===== config.mk =====
export PLATFORM = sky130hd
export DESIGN_NAME = ppu_event_log_flat
export DESIGN_NICKNAME = d
export VERILOG_FILES = /design/src/rtl/ppu_event_log_pkg.sv /design/src/rtl/ppu_event_log_if.sv /design/src/rtl/ppu_event_fifo.sv /design/src/rtl/ppu_event_log.sv /design/src/flat_wrapper.sv
export SDC_FILE = /design/constraint.sdc
export NUM_CORES = 1
export LEC_CHECK = 0
export CAP_MARGIN = 20
export CELL_PAD_IN_SITES_DETAIL_PLACEMENT = 1
export CELL_PAD_IN_SITES_GLOBAL_PLACEMENT = 1
export CORE_ASPECT_RATIO = 0.6
export CORE_MARGIN = 8
export CORE_UTILIZATION = 50
export CTS_CLUSTER_DIAMETER = 120
export CTS_CLUSTER_SIZE = 24
export DETAILED_ROUTE_END_ITERATION = 8
export GPL_TIMING_DRIVEN = 0
export PLACE_DENSITY = 0.78
export RECOVER_POWER = 100
export SYNTH_ARGS = -nofsm -noshare
export SYNTH_HDL_FRONTEND = slang
export SYNTH_SLANG_ARGS = --single-unit

===== constraint.sdc =====
create_clock -name clock -period 6.3 [get_ports clock]
set_input_delay 0.63 -clock clock [delete_from_list [all_inputs] [get_ports clock]]
set_output_delay 0.63 -clock clock [all_outputs]
set_load 0.02 [all_outputs]

===== src/rtl/ppu_event_log_pkg.sv =====
// Shared definitions for the PPU event logger: rd_data field layout,
// event bit indices, FSM state encoding and a saturating counter helper.
package ppu_event_log_pkg;

  localparam int DEFAULT_TS_WIDTH   = 24;
  localparam int DEFAULT_DEPTH_LOG2 = 4;

  // rd_data layout: {merged, mask[7:0], timestamp[TS_WIDTH-1:0]}
  localparam int TS_LSB = 0;

  function automatic int mask_lsb(input int ts_width);
    return ts_width;
  endfunction

  function automatic int merged_bit(input int ts_width);
    return ts_width + 8;
  endfunction

  // Event mask bit order as produced by the interrupt latch
  localparam int EV_VBLANK_RISE = 0;
  localparam int EV_VBLANK_FALL = 1;
  localparam int EV_HBLANK_RISE = 2;
  localparam int EV_HBLANK_FALL = 3;
  localparam int EV_CSYNC_RISE  = 4;
  localparam int EV_CSYNC_FALL  = 5;
  localparam int EV_BURST_RISE  = 6;
  localparam int EV_BURST_FALL  = 7;

  typedef enum logic {
    ST_IDLE  = 1'b0,
    ST_STALL = 1'b1
  } state_t;

  // Increment that sticks at 255 instead of wrapping
  function automatic logic [7:0] sat_inc8(input logic [7:0] value);
    return (value == 8'hFF) ? value : value + 8'd1;
  endfunction

endpackage


===== src/rtl/ppu_event_log_if.sv =====
// Read port between the event logger (master) and the host command logic (slave).
interface ppu_event_log_if
  import ppu_event_log_pkg::*;
#(
  parameter int TS_WIDTH = DEFAULT_TS_WIDTH
);

  logic                rd_valid_o;
  logic                rd_ready_i;
  logic [TS_WIDTH+8:0] rd_data_o;

  modport master (
    output rd_valid_o,
    output rd_data_o,
    input  rd_ready_i
  );

  modport slave (
    input  rd_valid_o,
    input  rd_data_o,
    output rd_ready_i
  );

endinterface


===== src/rtl/ppu_event_fifo.sv =====
// First-word-fall-through FIFO: rd_data always shows the head entry while
// the FIFO is non-empty, and reads zero when empty.
module ppu_event_fifo #(
  parameter int WIDTH      = 33,
  parameter int DEPTH_LOG2 = 4
) (
  input  logic                  clock,
  input  logic                  reset,
  input  logic                  wr_en,
  input  logic [WIDTH-1:0]      wr_data,
  input  logic                  rd_en,
  output logic [WIDTH-1:0]      rd_data,
  output logic [DEPTH_LOG2:0]   count,
  output logic                  full,
  output logic                  empty
);

  localparam int DEPTH = 2 ** DEPTH_LOG2;

  logic [WIDTH-1:0]      mem [DEPTH];
  logic [DEPTH_LOG2-1:0] wr_ptr;
  logic [DEPTH_LOG2-1:0] rd_ptr;
  logic                  do_wr;
  logic                  do_rd;

  assign full    = (count == (DEPTH_LOG2+1)'(DEPTH));
  assign empty   = (count == '0);
  assign do_wr   = wr_en & ~full;
  assign do_rd   = rd_en & ~empty;
  assign rd_data = empty ? '0 : mem[rd_ptr];

  // Pointers wrap naturally at the power-of-two depth; count tracks occupancy
  always_ff @(posedge clock) begin
    if (!reset) begin
      wr_ptr <= '0;
      rd_ptr <= '0;
      count  <= '0;
    end else begin
      if (do_wr) wr_ptr <= wr_ptr + 1'b1;
      if (do_rd) rd_ptr <= rd_ptr + 1'b1;
      if (do_wr && !do_rd)      count <= count + 1'b1;
      else if (do_rd && !do_wr) count <= count - 1'b1;
    end
  end

  // Storage array; contents need no reset because empty masks rd_data
  always_ff @(posedge clock) begin
    if (do_wr) mem[wr_ptr] <= wr_data;
  end

endmodule


===== src/rtl/ppu_event_log.sv =====
// Captures pending PPU timing events with a free-running timestamp into a
// FIFO and clears the upstream interrupt latch on the same edge. When the
// FIFO is full the latch is left set so later edges merge into one entry,
// which is tagged as merged and stamped with the time the stall began.
module ppu_event_log
  import ppu_event_log_pkg::*;
#(
  parameter int DEPTH_LOG2 = DEFAULT_DEPTH_LOG2,
  parameter int TS_WIDTH   = DEFAULT_TS_WIDTH
) (
  input  logic                clock,
  input  logic                reset,
  input  logic                enable_i,
  input  logic [7:0]          int_triggered_i,
  input  logic                int_any_triggered_i,
  output logic                int_clear_all_o,
  ppu_event_log_if.master     rd,
  output logic [DEPTH_LOG2:0] fifo_count_o,
  output logic                overflow_o,
  output logic [7:0]          overflow_count_o,
  input  logic                clear_overflow_i
);

  localparam int WIDTH = TS_WIDTH + 9;

  state_t              state;
  logic [TS_WIDTH-1:0] timestamp;
  logic [TS_WIDTH-1:0] stall_ts;
  logic                wr;
  logic                stall_enter;
  logic [WIDTH-1:0]    wr_data;
  logic                fifo_full;
  logic                fifo_empty;
  logic [WIDTH-1:0]    fifo_rd_data;

  // Free-running timestamp, independent of capture enable
  always_ff @(posedge clock) begin
    if (!reset) timestamp <= '0;
    else        timestamp <= timestamp + 1'b1;
  end

  // Decide whether this cycle writes an entry or starts a stall episode
  always_comb begin
    wr          = 1'b0;
    stall_enter = 1'b0;
    wr_data     = {1'b0, int_triggered_i, timestamp};
    case (state)
      ST_IDLE: begin
        if (enable_i && int_any_triggered_i) begin
          if (!fifo_full) wr = 1'b1;
          else            stall_enter = 1'b1;
        end
      end
      ST_STALL: begin
        if (enable_i && !fifo_full) begin
          wr      = 1'b1;
          wr_data = {1'b1, int_triggered_i, stall_ts};
        end
      end
      default: ;
    endcase
  end

  assign int_clear_all_o = wr & reset;

  // Capture FSM: remembers when a stall began and when it may end
  always_ff @(posedge clock) begin
    if (!reset) begin
      state    <= ST_IDLE;
      stall_ts <= '0;
    end else begin
      case (state)
        ST_IDLE: begin
          if (stall_enter) begin
            state    <= ST_STALL;
            stall_ts <= timestamp;
          end
        end
        ST_STALL: begin
          if (!enable_i || !fifo_full) state <= ST_IDLE;
        end
        default: state <= ST_IDLE;
      endcase
    end
  end

  // Sticky overflow flag and saturating stall-episode counter; clear wins
  always_ff @(posedge clock) begin
    if (!reset) begin
      overflow_o       <= 1'b0;
      overflow_count_o <= '0;
    end else if (clear_overflow_i) begin
      overflow_o       <= 1'b0;
      overflow_count_o <= '0;
    end else if (stall_enter) begin
      overflow_o       <= 1'b1;
      overflow_count_o <= sat_inc8(overflow_count_o);
    end
  end

  ppu_event_fifo #(
    .WIDTH      (WIDTH),
    .DEPTH_LOG2 (DEPTH_LOG2)
  ) u_fifo (
    .clock   (clock),
    .reset   (reset),
    .wr_en   (int_clear_all_o),
    .wr_data (wr_data),
    .rd_en   (rd.rd_ready_i),
    .rd_data (fifo_rd_data),
    .count   (fifo_count_o),
    .full    (fifo_full),
    .empty   (fifo_empty)
  );

  assign rd.rd_valid_o = ~fifo_empty;
  assign rd.rd_data_o  = fifo_rd_data;

endmodule


===== src/flat_wrapper.sv =====
// flat-port wrapper written by rule: the top's interface ports become plain ports
module ppu_event_log_flat import ppu_event_log_pkg::*;
#(
  parameter int DEPTH_LOG2 = DEFAULT_DEPTH_LOG2,
  parameter int TS_WIDTH   = DEFAULT_TS_WIDTH
)
  (clock, reset, enable_i, int_triggered_i, int_any_triggered_i, int_clear_all_o, fifo_count_o, overflow_o, overflow_count_o, clear_overflow_i, rd_rd_valid_o, rd_rd_data_o, rd_rd_ready_i);
  ppu_event_log_if #(.TS_WIDTH(TS_WIDTH)) rd_i ();
  input  logic clock;
  input  logic reset;
  input  logic enable_i;
  input  logic [7:0] int_triggered_i;
  input  logic int_any_triggered_i;
  output logic int_clear_all_o;
  output logic [DEPTH_LOG2:0] fifo_count_o;
  output logic overflow_o;
  output logic [7:0] overflow_count_o;
  input  logic clear_overflow_i;
  output wire logic [$bits(rd_i.rd_valid_o)-1:0] rd_rd_valid_o;
  output wire logic [$bits(rd_i.rd_data_o)-1:0] rd_rd_data_o;
  input wire logic [$bits(rd_i.rd_ready_i)-1:0] rd_rd_ready_i;
  assign rd_rd_valid_o = rd_i.rd_valid_o;
  assign rd_rd_data_o = rd_i.rd_data_o;
  assign rd_i.rd_ready_i = rd_rd_ready_i;
  ppu_event_log #(.DEPTH_LOG2(DEPTH_LOG2), .TS_WIDTH(TS_WIDTH)) u_core (.clock(clock), .reset(reset), .enable_i(enable_i), .int_triggered_i(int_triggered_i), .int_any_triggered_i(int_any_triggered_i), .int_clear_all_o(int_clear_all_o), .rd(rd_i), .fifo_count_o(fifo_count_o), .overflow_o(overflow_o), .overflow_count_o(overflow_count_o), .clear_overflow_i(clear_overflow_i));
endmodule

After elaboration in Yosys (flattened, before gate mapping)
Memories as Yosys holds them, arrays and structs flattened. A register that Yosys moved wholly into a read port is not among the register bits. Cells that the tools add are included.

Bits in registers: 71. Output and inout bits: 49. Memories kept: 1. Logic and storage cells: 58. Input port bits: 14. Memory bits (writable): 528.

Memory list: u_core.u_fifo.mem (depth 16, width 33, rd ports 1, clocked after memory_dff 1, wr ports 1, RTL line ppu_event_fifo.sv:20) `logic [WIDTH-1:0] mem [DEPTH];`.

Equal/unequal tests: 2. Mux-type cells: 19. Bitwise logic cells: 8. Reduce and logical (&&, ||, !) cells: 14. Add/subtract/negate cells: 6.

Operators with widths (count): 33-bit two-way mux (3); 24-bit by 1-bit adder with 24-bit output, second input constant (1); 1-bit two-way mux (10); 5-bit two-way mux (2); 4-bit by 1-bit adder with 4-bit output, second input constant (2); 8-bit by 1-bit adder with 8-bit output, second input constant (1); 8-bit == test, second input constant (1); 4-bit two-way mux (2); 5-bit by 1-bit adder with 5-bit output, second input constant (1); 5-bit == test, second input constant (1); 5-bit zero test (1); 1-bit NOT (5); 5-bit by 1-bit subtractor with 5-bit output, second input constant (1); 1-bit logical AND (4); 1-bit zero test (4); 1-bit case mux with 2 select lines (2); 2-bit AND reduction (2); 1-bit AND (3); 2-bit nonzero test (1); 2-bit OR reduction (1); 1-bit logical OR (1).

Depth between registers and ports, before layout
Gate-level depths: netlist of run 1.

Depth after elaboration: 11. Mapped depth: 10. Gate-level depth less buffers: 9.

By module
From an unflattened synthesis of run 1, not the netlist that was laid out.

Cells, all modules: 1223. Area, all modules: 23691.5 um^2.

Modules (own cells, without submodules): ppu_event_fifo (cells an instance 915, area each 20966.4 um^2, instances 1, sequential area each 16195.5 um^2); ppu_event_log (cells an instance 308, area each 2725.1 um^2, instances 1, sequential area each 1161.1 um^2).

Worst setup path before layout of run 1
Ideal clock, no wire load.

Path type: input to register. Start: in reset. End: mem u_core.u_fifo.mem[3][0], enable pin. Path buffers: 1. Arrival: 4.025 ns. Required time: 5.836 ns. Slack: 1.811 ns. Cell stages on the path: 5. Library setup time: 0.464 ns. Path through: clkbuf_1 > o211ai_1 > a21oi_1 > nand2_1 > nor3_1.

Cells in the longest elaborated chain, start to end: 4.

RTL lines: start: declaration (RTL line flat_wrapper.sv:10) `input logic reset;`; 1-bit AND (RTL line ppu_event_log.sv:64) `assign int_clear_all_o = wr & reset;`; 1-bit AND (RTL line ppu_event_fifo.sv:28) `assign do_wr = wr_en & ~full;`; net u_core.u_fifo.do_wr (RTL line ppu_event_fifo.sv:23) `logic do_wr;`; 1-bit two-way mux (RTL line ppu_event_fifo.sv:48) `if (do_wr) mem[wr_ptr] <= wr_data;`; 1-bit two-way mux (not written as such) (RTL line ppu_event_fifo.sv:48); end: declaration (RTL line ppu_event_fifo.sv:20).

The timed path passes the listed nets, and every way through them passes these cells.

Worst setup path in the final report of run 1
Start: in reset. End: mem u_core.u_fifo.mem[6][14], enable pin.

Same word-level chain as after synthesis.

==> metrics.md, run 1 <==
| Metric | Value |
|---|---|
| Status | `complete, but fails checks` |
| Failing checks | `max-capacitance violations, max-slew violations` |
| Hold/Removal Path Class | `register to register` |
| Fin. Hold Viols | `0` |
| First-pass GRT wire length | `90900 um` |
| Die X | `296 um` |
| Clock Tree Root | `clkbuf_16` |
| Final-layout fill cell count | `4212` |
| Core ar. | `0.0464 mm2` |
| Seq/Total Area, Yosys | `73.6%` |
| Post-route clock period utilization | `84.7%` |
| Layout Cells excl Fill | `2054` |
| CP arrival | `5.54 ns` |
| Least-Margin Pin Slew | `2.51 ns` |
| Pins over their slew limit | `282` |
| FMAX | `187 MHz` |
| Distinct cell type count after synthesis | `45` |
| Number of enable flip-flop cells after synthesis | `528` |
| Number of DRC markers in iteration 0 | `1491` |
| Post-CTS Hold Buffers | `0` |
| P per Cell Area | `328 mW/mm2` |
| Worst r2r src | `u_core.u_fifo.count[0]` |
| Worst skew pair latency | `0.60 ns` |
| HP Start | `u_core.stall_ts[14]` |
| CTS resizes | `0` |
| Critical path's top delay family | `buffers and inverters` |
| Critical Path RT | `6.50 ns` |
| R2R depth | `5` |
| Vias in the first global route | `13400` |
| I/O Buffers | `62` |
| Cell Area, Synth | `0.0236 mm2` |
| Worst slew margin | `-67.9%` |
| Fraction of registers with async set/reset | `0%` |
| WS Path Type | `input port to register` |
| Skew final | `0.0292 ns` |
| DRC violations left | `0` |
| Initial antenna violation count | `0` |
| Via count | `12900` |
| Crit end category | `register` |
| Top-Level Pins | `63` |
| DIE HEIGHT | `184 um` |
| RR Endpoint | `u_core.u_fifo.mem[6][14]` |
| Synthesized Nets | `1297` |
| Routed Antenna Nets | `0` |
| CP most frequent cell | `clkbuf_1` |
| TritonCTS clock tree | `yes` |
| Startpoint types | `input port` |
| Avg WL per Cell | `30.1 um` |
| ANT cells | `0` |
| Share of cells above drive strength 1 | `13.5%` |
| Pleak | `7.98 nW` |
| Placed cell count | `1996` |
| Clock buffer depth | `3` |
| Nets@finish | `1428` |
| CP cell instances | `dlygate4sd3_1, clkbuf_1, o211ai_1, a21oi_1, nand2_1, nor2_1, clkbuf_1` |
| Final Power | `0.00857 W` |
| Via density | `6.29` |
| Final non-filler cell area | `0.0261 mm2` |
| Sink Count | `603` |
| Most frequent cells in the layout | `edfxtp_1 (528), mux4_2 (132), clkbuf_1 (95)` |
| Setup bufs post-CTS | `0` |
| DRT Wirelength | `61800 um` |
| Gr usage total | `22.7%` |
| Pin count of the biggest net entering global routing | `26` |
| Hold Path Sink | `u_core.stall_ts[14]` |
| Final Critical Period | `5.34 ns` |
| GP Congestion | `0.763` |
| Finished Core Util | `56.3%` |
| TritonCTS Buffers | `29` |
| Syn Area/Cell | `18.5 um2` |
| Max-cap check violation count | `15` |
| Drt pass-1 iters | `5` |
| Initial Util | `50.8%` |
| Total congestion overflow | `0` |
| Area Growth Syn to Fin | `10.8%` |
| Reg clk slew, reported paths | `0.10 ns` |
| DP Wirelength | `42100 um` |
| CP max-delay cell | `nor2_1` |
| Most used DFF post-synth | `edfxtp_1` |
| Placement Setup Slack | `1.88 ns` |
| Crit path max fanout | `18` |
| Crit-path max cell delay | `1.69 ns` |
| Dpl cell area | `0.0256 mm2` |
| Buf/Inv on CP | `3` |
| Most common cell after layout, fill and taps aside | `edfxtp_1` |
| Cell count of the worst hold path | `2` |
| Setup Viol. Count Final | `0` |
| Reg2Reg Setup Slack | `1.49 ns` |
| Die ar. | `0.0546 mm2` |
| Worst vdd ir | `0.216 mV` |
| Yosys Warn Count | `0` |
| Setup slack after layout | `0.963 ns` |
| H-tree levels | `1` |
| FP Rows | `61` |
| Synth Instances | `1271` |
| Synthesized flop and latch total | `603` |
| RSZ-0062 raised after global routing | `no` |
==> power by group <==
group / switching, W / internal (W) / leakage, nW / total (W)
registers: 0.0000323 / 0.00434 / 5.49 / 0.00437
clock network: 0.00121 / 0.000887 / 0.396 / 0.00209
logic: 0.00129 / 0.000815 / 2.09 / 0.00210
total: 0.00253 / 0.00604 / 7.98 / 0.00857
==> cell usage after synthesis, drive strengths merged, types with 3 or more instances <==
cell type	count	area, um2
dfxtp	75	1500
nand2	72	270
o21ai	10	50.0
o211ai	35	263
buf	42	195
o41ai	3	26.3
nor2	38	143
mux2i	37	370
xor2	8	70.1
or3	7	43.8
and4	7	61.3
nand2b	6	37.5
xnor2	9	78.8
nand3	79	408
nor3	10	50.1
or4	9	71.3
and2	3	18.8
edfxtp	528	15900
nor2b	3	18.8
ha	11	138
mux4	132	2970
nor4	4	31.3
nand4	8	65.1
inv	8	30.0
o31ai	6	45.0
mux2	24	270
a21oi	44	220
clkbuf	38	143
o311ai	3	26.3
==> how the worst max path moves through the flow <==
stage / start / to / slack, ns / depth (start not counted)
floorplan: reset / u_core.u_fifo.mem[3][0] / 1.81 / 5
global placement: reset / u_core.u_fifo.mem[0][20] / -2.62 / 6
detailed placement: reset / u_core.u_fifo.mem[3][17] / 1.88 / 8
CTS: u_core.u_fifo.count[0] / rd_rd_data_o[10] / 1.49 / 8
global route: reset / u_core.u_fifo.mem[6][20] / 0.71 / 7
finish: reset / u_core.u_fifo.mem[6][14] / 0.96 / 7
==> through the flow <==
step | TNS [ns] | hold WS, ns
final | 0 | 0.462
after global routing | 0 | 0.486
after CTS | 0 | 0.463
after detailed placement | 0 | 0.449
after global placement | -337.46 | 0.434
after floorplan | 0 | 0.428
==> flip-flops by register name (all words and copies together), names as in the netlist, named ones only <==
signal                   count
u_core.overflow_o            1
u_core.u_fifo.wr_ptr         4
u_core.u_fifo.count          5
u_core.u_fifo.mem          528
u_core.state                 1
u_core.u_fifo.rd_ptr         4
u_core.overflow_count_o      8
u_core.stall_ts             24
u_core.timestamp            24
==> logic make-up after synthesis <==
logic type | share of synthesized area [%]
DFF | 73.6
xor gates and xnor gates | 0.632
AOI/OAI and AO/OA | 2.86
and+or+nand+nor | 5.33
buffers and inverters | 1.56
muxes | 15.3
adders and majority gates | 0.669
==> worst min-delay path: cells and delay by family (launching register included) <==
family | cells | cell delay (ns)
flip-flops | 1 | 0.32
AND/OR/NAND/NOR | 1 | 0.05
AO/OA/AOI/OAI | 1 | 0.05
==> final cells by class <==
class                           count  area [um2]  share of cell area (%)
Clock buffer                       52         812                    3.11
Timing Repair Buffer              100         942                    3.61
Multi-Input combinational cell    580        5830                    22.3
Inverter                            8        30.0                   0.115
Tap cell                          630         788                    3.02
Sequential cell                   603       17400                    66.5
Buffer                             80         327                    1.25
Clock inverter                      1        30.0                   0.115
==> per-layer routing <==
layer	share of wire, %	track usage [%]	vias to the layer above
met5	0	0	-
met4	1.2	2.66	0
met3	7.0	3.03	48
met2	49	37.6	526
met1	43	33.3	6992
li1	-	-	5358
(Power assumes the default switching activity.)
==> inputs of run 2 (changes only) <==
--- a/config.mk
+++ b/config.mk
@@ -10,7 +10,7 @@
 export CELL_PAD_IN_SITES_GLOBAL_PLACEMENT = 1
 export CORE_ASPECT_RATIO = 0.6
 export CORE_MARGIN = 8
-export CORE_UTILIZATION = 50
+export CORE_UTILIZATION = 48
 export CTS_CLUSTER_DIAMETER = 120
 export CTS_CLUSTER_SIZE = 24
 export DETAILED_ROUTE_END_ITERATION = 8
==> constraint.sdc (replaced) <==
create_clock -name clock -period 4.9 [get_ports clock]
set_input_delay 0.49 -clock clock [delete_from_list [all_inputs] [get_ports clock]]
set_output_delay 0.49 -clock clock [all_outputs]
set_load 0.02 [all_outputs]
==> metrics.md, run 2 (synthesis gave the netlist of run 1 again) <==
| Metric | Value |
|---|---|
| Status | `complete, but fails checks` |
| Failing checks | `max-capacitance violations, max-slew violations` |
| Placed cell count | `2016` |
| Reg clk slew, reported paths | `0.10 ns` |
| Hold/Removal Path Class | `register to register` |
| Final Critical Period | `4.74 ns` |
| I/O Buffers | `62` |
| Share of cells above drive strength 1 | `14.6%` |
| Top flop regs | `u_core.u_fifo.mem (528), u_core.stall_ts (24), u_core.timestamp (24)` |
| Post-CTS Hold Buffers | `0` |
| Via count | `12800` |
| DIE HEIGHT | `188 um` |
| TritonCTS Buffers | `29` |
| ANT cells | `0` |
| CP arrival | `4.96 ns` |
| Total congestion overflow | `0` |
| Initial Util | `48.2%` |
| Area Growth Syn to Fin | `10.8%` |
| TritonCTS clock tree | `yes` |
| Crit end category | `register` |
| Pin count of the biggest net entering global routing | `26` |
| Drt pass-1 iters | `5` |
| Final non-filler cell area | `0.0261 mm2` |
| Post-route clock period utilization | `96.6%` |
| Gr usage total | `21.8%` |
| Top-Level Pins | `63` |
| Largest register FFs | `528` |
| P per Cell Area | `423 mW/mm2` |
| Nets@finish | `1426` |
| Max-cap check violation count | `8` |
| Startpoint types | `input port` |
| Initial antenna violation count | `0` |
| Final Power | `0.0111 W` |
| Crit path max fanout | `20` |
| FMAX | `211 MHz` |
| First-pass GRT wire length | `91300 um` |
| Skew final | `0.0332 ns` |
| Layout Cells excl Fill | `2072` |
| Avg WL per Cell | `30.2 um` |
| Die X | `302 um` |
| Clock buffer depth | `3` |
| Finished Core Util | `53.4%` |
| Number of DRC markers in iteration 0 | `1494` |
| Dpl cell area | `0.0257 mm2` |
| Worst skew pair latency | `0.60 ns` |
| Least-Margin Pin Slew | `2.27 ns` |
| DP Wirelength | `42200 um` |
| Vias in the first global route | `13300` |
| Routed Antenna Nets | `0` |
| DRC violations left | `0` |
| Critical Path RT | `5.12 ns` |
| Worst slew margin | `-51.6%` |
| Setup Viol. Count Final | `0` |
| H-tree levels | `1` |
| Via density | `6.19` |
| GP Congestion | `0.768` |
| CTS resizes | `0` |
| Pleak | `8.01 nW` |
| Most frequent cells in the layout | `edfxtp_1 (528), mux4_2 (132), clkbuf_1 (80)` |
| Largest register by flop count | `u_core.u_fifo.mem` |
| WS Path Type | `input port to register` |
| Fin. Hold Viols | `0` |
| Sink Count | `603` |
| Pins over their slew limit | `131` |
| Worst vdd ir | `0.303 mV` |
| FP Rows | `63` |
| Clock Tree Root | `clkbuf_16` |
| Hold slack | `0.459 ns` |
| Setup bufs post-CTS | `0` |
| Die ar. | `0.0567 mm2` |
| Core ar. | `0.0490 mm2` |
| Most common cell after layout, fill and taps aside | `edfxtp_1` |
| DRT Wirelength | `62600 um` |
| RSZ-0062 raised after global routing | `no` |
## run 2: changes by cell type in the layout (fill, tap and decap cells not counted), sizes merged
cell | before | now
buf | 46 | 45
clkbuf | 124 | 123
clkdlybuf4s50 | 6 | 15
dlygate4sd3 | 56 | 47
## run 2: final timing paths
check | start | end | slack, ns | cells past startpoint
hold / removal | u_core.stall_ts[17] | u_core.stall_ts[17] | 0.46 | 2
setup / recovery | reset | u_core.u_fifo.mem[9][21] | 0.16 | 7
setup reg to reg | u_core.u_fifo.count[0] | u_core.u_fifo.mem[9][21] | 0.66 | 5
hold reg to reg | u_core.stall_ts[17] | u_core.stall_ts[17] | 0.46 | 2
## run 2: report_power, final
group / switching [W] / internal [W]
Sequential: 0.0000424 / 0.00558
Clock: 0.00158 / 0.00114
Combinational: 0.00165 / 0.00107
Total: 0.00327 / 0.00779
## run 2: final cells by class
| cell class | instances | area, um2 |
|---|---|---|
| flip-flops and latches | 603 | 17400 |
| clock inverters | 1 | 30.0 |
| repair buffers | 98 | 926 |
| well taps | 650 | 813 |
| multi-input cells | 580 | 5830 |
| clock buffers | 52 | 812 |
| inverters | 8 | 30.0 |
| fillers | 4436 | 22800 |
| plain buffers | 80 | 329 |
## run 2: worst max-delay path, stage by stage
cell and delay (ns):
dlygate4sd3_1 0.54, clkbuf_1 0.45, o211ai_1 0.24, a21oi_1 0.68, nand2_1 0.34, nor2_2 1.48
clkbuf_2 0.71
## run 2: per-stage QoR
| step | setup slack (ns) | setup TNS [ns] |
|---|---|---|
| 2_1_floorplan | 0.551 | 0 |
| 3_3_place_gp | -3.84 | -947.32 |
| 3_5_place_dp | 0.323 | 0 |
| 4_1_cts | 0.183 | 0 |
| 5_1_grt | 0.00678 | 0 |
| 6_report | 0.164 | 0 |
## run 2: layer usage
metal  global-route usage, %  up-vias  routed length, um
met3                    3.10       66               4090
met2                    35.1      490              29700
met1                    32.4     6917              27900
met5                       0        -                  0
li1                        -     5355                  -
met4                    3.10        0                940
==> inputs of run 3 (changes only) <==
--- a/config.mk
+++ b/config.mk
@@ -7,10 +7,10 @@
 export LEC_CHECK = 0
 export CAP_MARGIN = 20
 export CELL_PAD_IN_SITES_DETAIL_PLACEMENT = 1
-export CELL_PAD_IN_SITES_GLOBAL_PLACEMENT = 1
+export CELL_PAD_IN_SITES_GLOBAL_PLACEMENT = 2
 export CORE_ASPECT_RATIO = 0.6
 export CORE_MARGIN = 8
-export CORE_UTILIZATION = 48
+export CORE_UTILIZATION = 43
 export CTS_CLUSTER_DIAMETER = 120
 export CTS_CLUSTER_SIZE = 24
 export DETAILED_ROUTE_END_ITERATION = 8
==> metrics.md, run 3 (synthesis gave the netlist of run 1 again) <==
| Metric | Value |
|---|---|
| P per Cell Area | `423 mW/mm2` |
| Die X | `318 um` |
| Failing checks | `max-capacitance violations, max-slew violations` |
| Sink Count | `603` |
| Die ar. | `0.0628 mm2` |
| RSZ-0062 raised after global routing | `no` |
| Final-layout fill cell count | `5038` |
| Worst slew margin | `-39.8%` |
| FMAX | `211 MHz` |
| Setup bufs post-CTS | `0` |
| Critical Path RT | `4.41 ns` |
| Total negative slack | `0 ns` |
| Top flop regs | `u_core.u_fifo.mem (528), u_core.stall_ts (24), u_core.timestamp (24)` |
| Clock buffer depth | `3` |
| Routed Antenna Nets | `0` |
| Reg clk slew, reported paths | `0.10 ns` |
| Pin count of the biggest net entering global routing | `26` |
| Post-route clock period utilization | `96.5%` |
| Final Critical Period | `4.73 ns` |
| First-pass GRT wire length | `89700 um` |
| H-tree levels | `1` |
| DIE HEIGHT | `197 um` |
| Area Growth Syn to Fin | `11.2%` |
| Via density | `5.88` |
| Pins over their slew limit | `114` |
| Gr usage total | `19.2%` |
| DRT Wirelength | `61400 um` |
| Most common cell after layout, fill and taps aside | `edfxtp_1` |
| Largest register FFs | `528` |
| Startpoint types | `register` |
| Worst vdd ir | `0.388 mV` |
| Avg WL per Cell | `28.8 um` |
| Clock Tree Root | `clkbuf_16` |
| Top-Level Pins | `63` |
| Most frequent cells in the layout | `edfxtp_1 (528), mux4_2 (132), clkbuf_1 (84)` |
| Skew final | `0.0261 ns` |
| Multi-input logic area | `0.00583 mm2` |
| ANT cells | `0` |
| FP Rows | `66` |
| Initial Util | `43.5%` |
| Core ar. | `0.0542 mm2` |
| TritonCTS Buffers | `29` |
| Largest register by flop count | `u_core.u_fifo.mem` |
| Setup Viol. Count Final | `0` |
| DP Wirelength | `41100 um` |
| Share of cells above drive strength 1 | `14.3%` |
| Status | `complete, but fails checks` |
| Least-Margin Pin Slew | `2.09 ns` |
| GP Congestion | `0.718` |
| Post-CTS Hold Buffers | `0` |
| Hold/Removal Path Class | `register to register` |
| Via count | `12600` |
| Register Area | `0.0174 mm2` |
| Number of DRC markers in iteration 0 | `1274` |
| Nets@finish | `1427` |
| Vias in the first global route | `13000` |
| Crit path max fanout | `10` |
| Crit end category | `output port` |
| Worst skew pair latency | `0.60 ns` |
| TritonCTS clock tree | `yes` |
| I/O Buffers | `62` |
| Pleak | `8.01 nW` |
| Max-cap check violation count | `7` |
| Hold slack | `0.458 ns` |
| Total congestion overflow | `0` |
| CTS resizes | `0` |
| Drt pass-1 iters | `5` |
| Initial antenna violation count | `0` |
| CP arrival | `4.24 ns` |
| Fin. Hold Viols | `0` |
| DRC violations left | `0` |
| WS Path Type | `register to output port` |
==> run 3: through the flow <==
step                      power, W  instance area (um2)  util, %  worst slack (ns)  std cells
after floorplan            0.00733                23600        -             0.551       1271
after global placement     0.00847                25100     46.3             -3.99       2047
after detailed placement   0.00853                25700     47.5             0.683       2082
after CTS                   0.0112                26600     49.0            0.0671       2135
after global routing        0.0115                26200     48.4            0.0116       2137
final                       0.0111                26200     48.4             0.170       2137
==> run 3: per-layer routing <==
layer | part of all wire [%] | global-route usage, % | vias to the layer above
met5 | 0 | 0 | -
met4 | 1.0 | 2.24 | 0
met3 | 6.5 | 3.20 | 37
met2 | 46 | 31.0 | 391
met1 | 47 | 28.5 | 6785
li1 | - | - | 5350
==> run 3: path summary, 6_finish.rpt <==
check / from / slack, ns / endpoint / depth (start not counted)
max reg2reg: u_core.u_fifo.count[0] / 0.78 / u_core.u_fifo.mem[2][20] / 7
max: register / 0.17 / rd_rd_data_o[12] / 6
min reg2reg: u_core.stall_ts[19] / 0.46 / u_core.stall_ts[19] / 2
min: u_core.stall_ts[19] / 0.46 / u_core.stall_ts[19] / 2
==> run 3: power breakdown <==
group	internal [W]	leakage (nW)	switching (W)
Combinational	0.00107	2.12	0.00165
Sequential	0.00558	5.49	0.0000427
Clock	0.00114	0.396	0.00160
Total	0.00780	8.01	0.00329
==> run 3: final cells by class <==
type | instances | area share [%]
clock inverters | 1 | 0.115
inverters | 8 | 0.115
flip-flops and latches | 603 | 66.2
plain buffers | 80 | 1.26
multi-input cells | 580 | 22.3
repair buffers | 99 | 3.53
clock buffers | 52 | 3.10
well taps | 714 | 3.41
==> run 3: worst max-delay path: stages (launching register included) <==
cell             delay [ns]
dfxtp_1                0.47
clkbuf_1               0.70
buf_1                  0.85
mux4_2                 0.37
mux2i_1                0.07
o211ai_1               0.46
clkdlybuf4s50_1        0.71
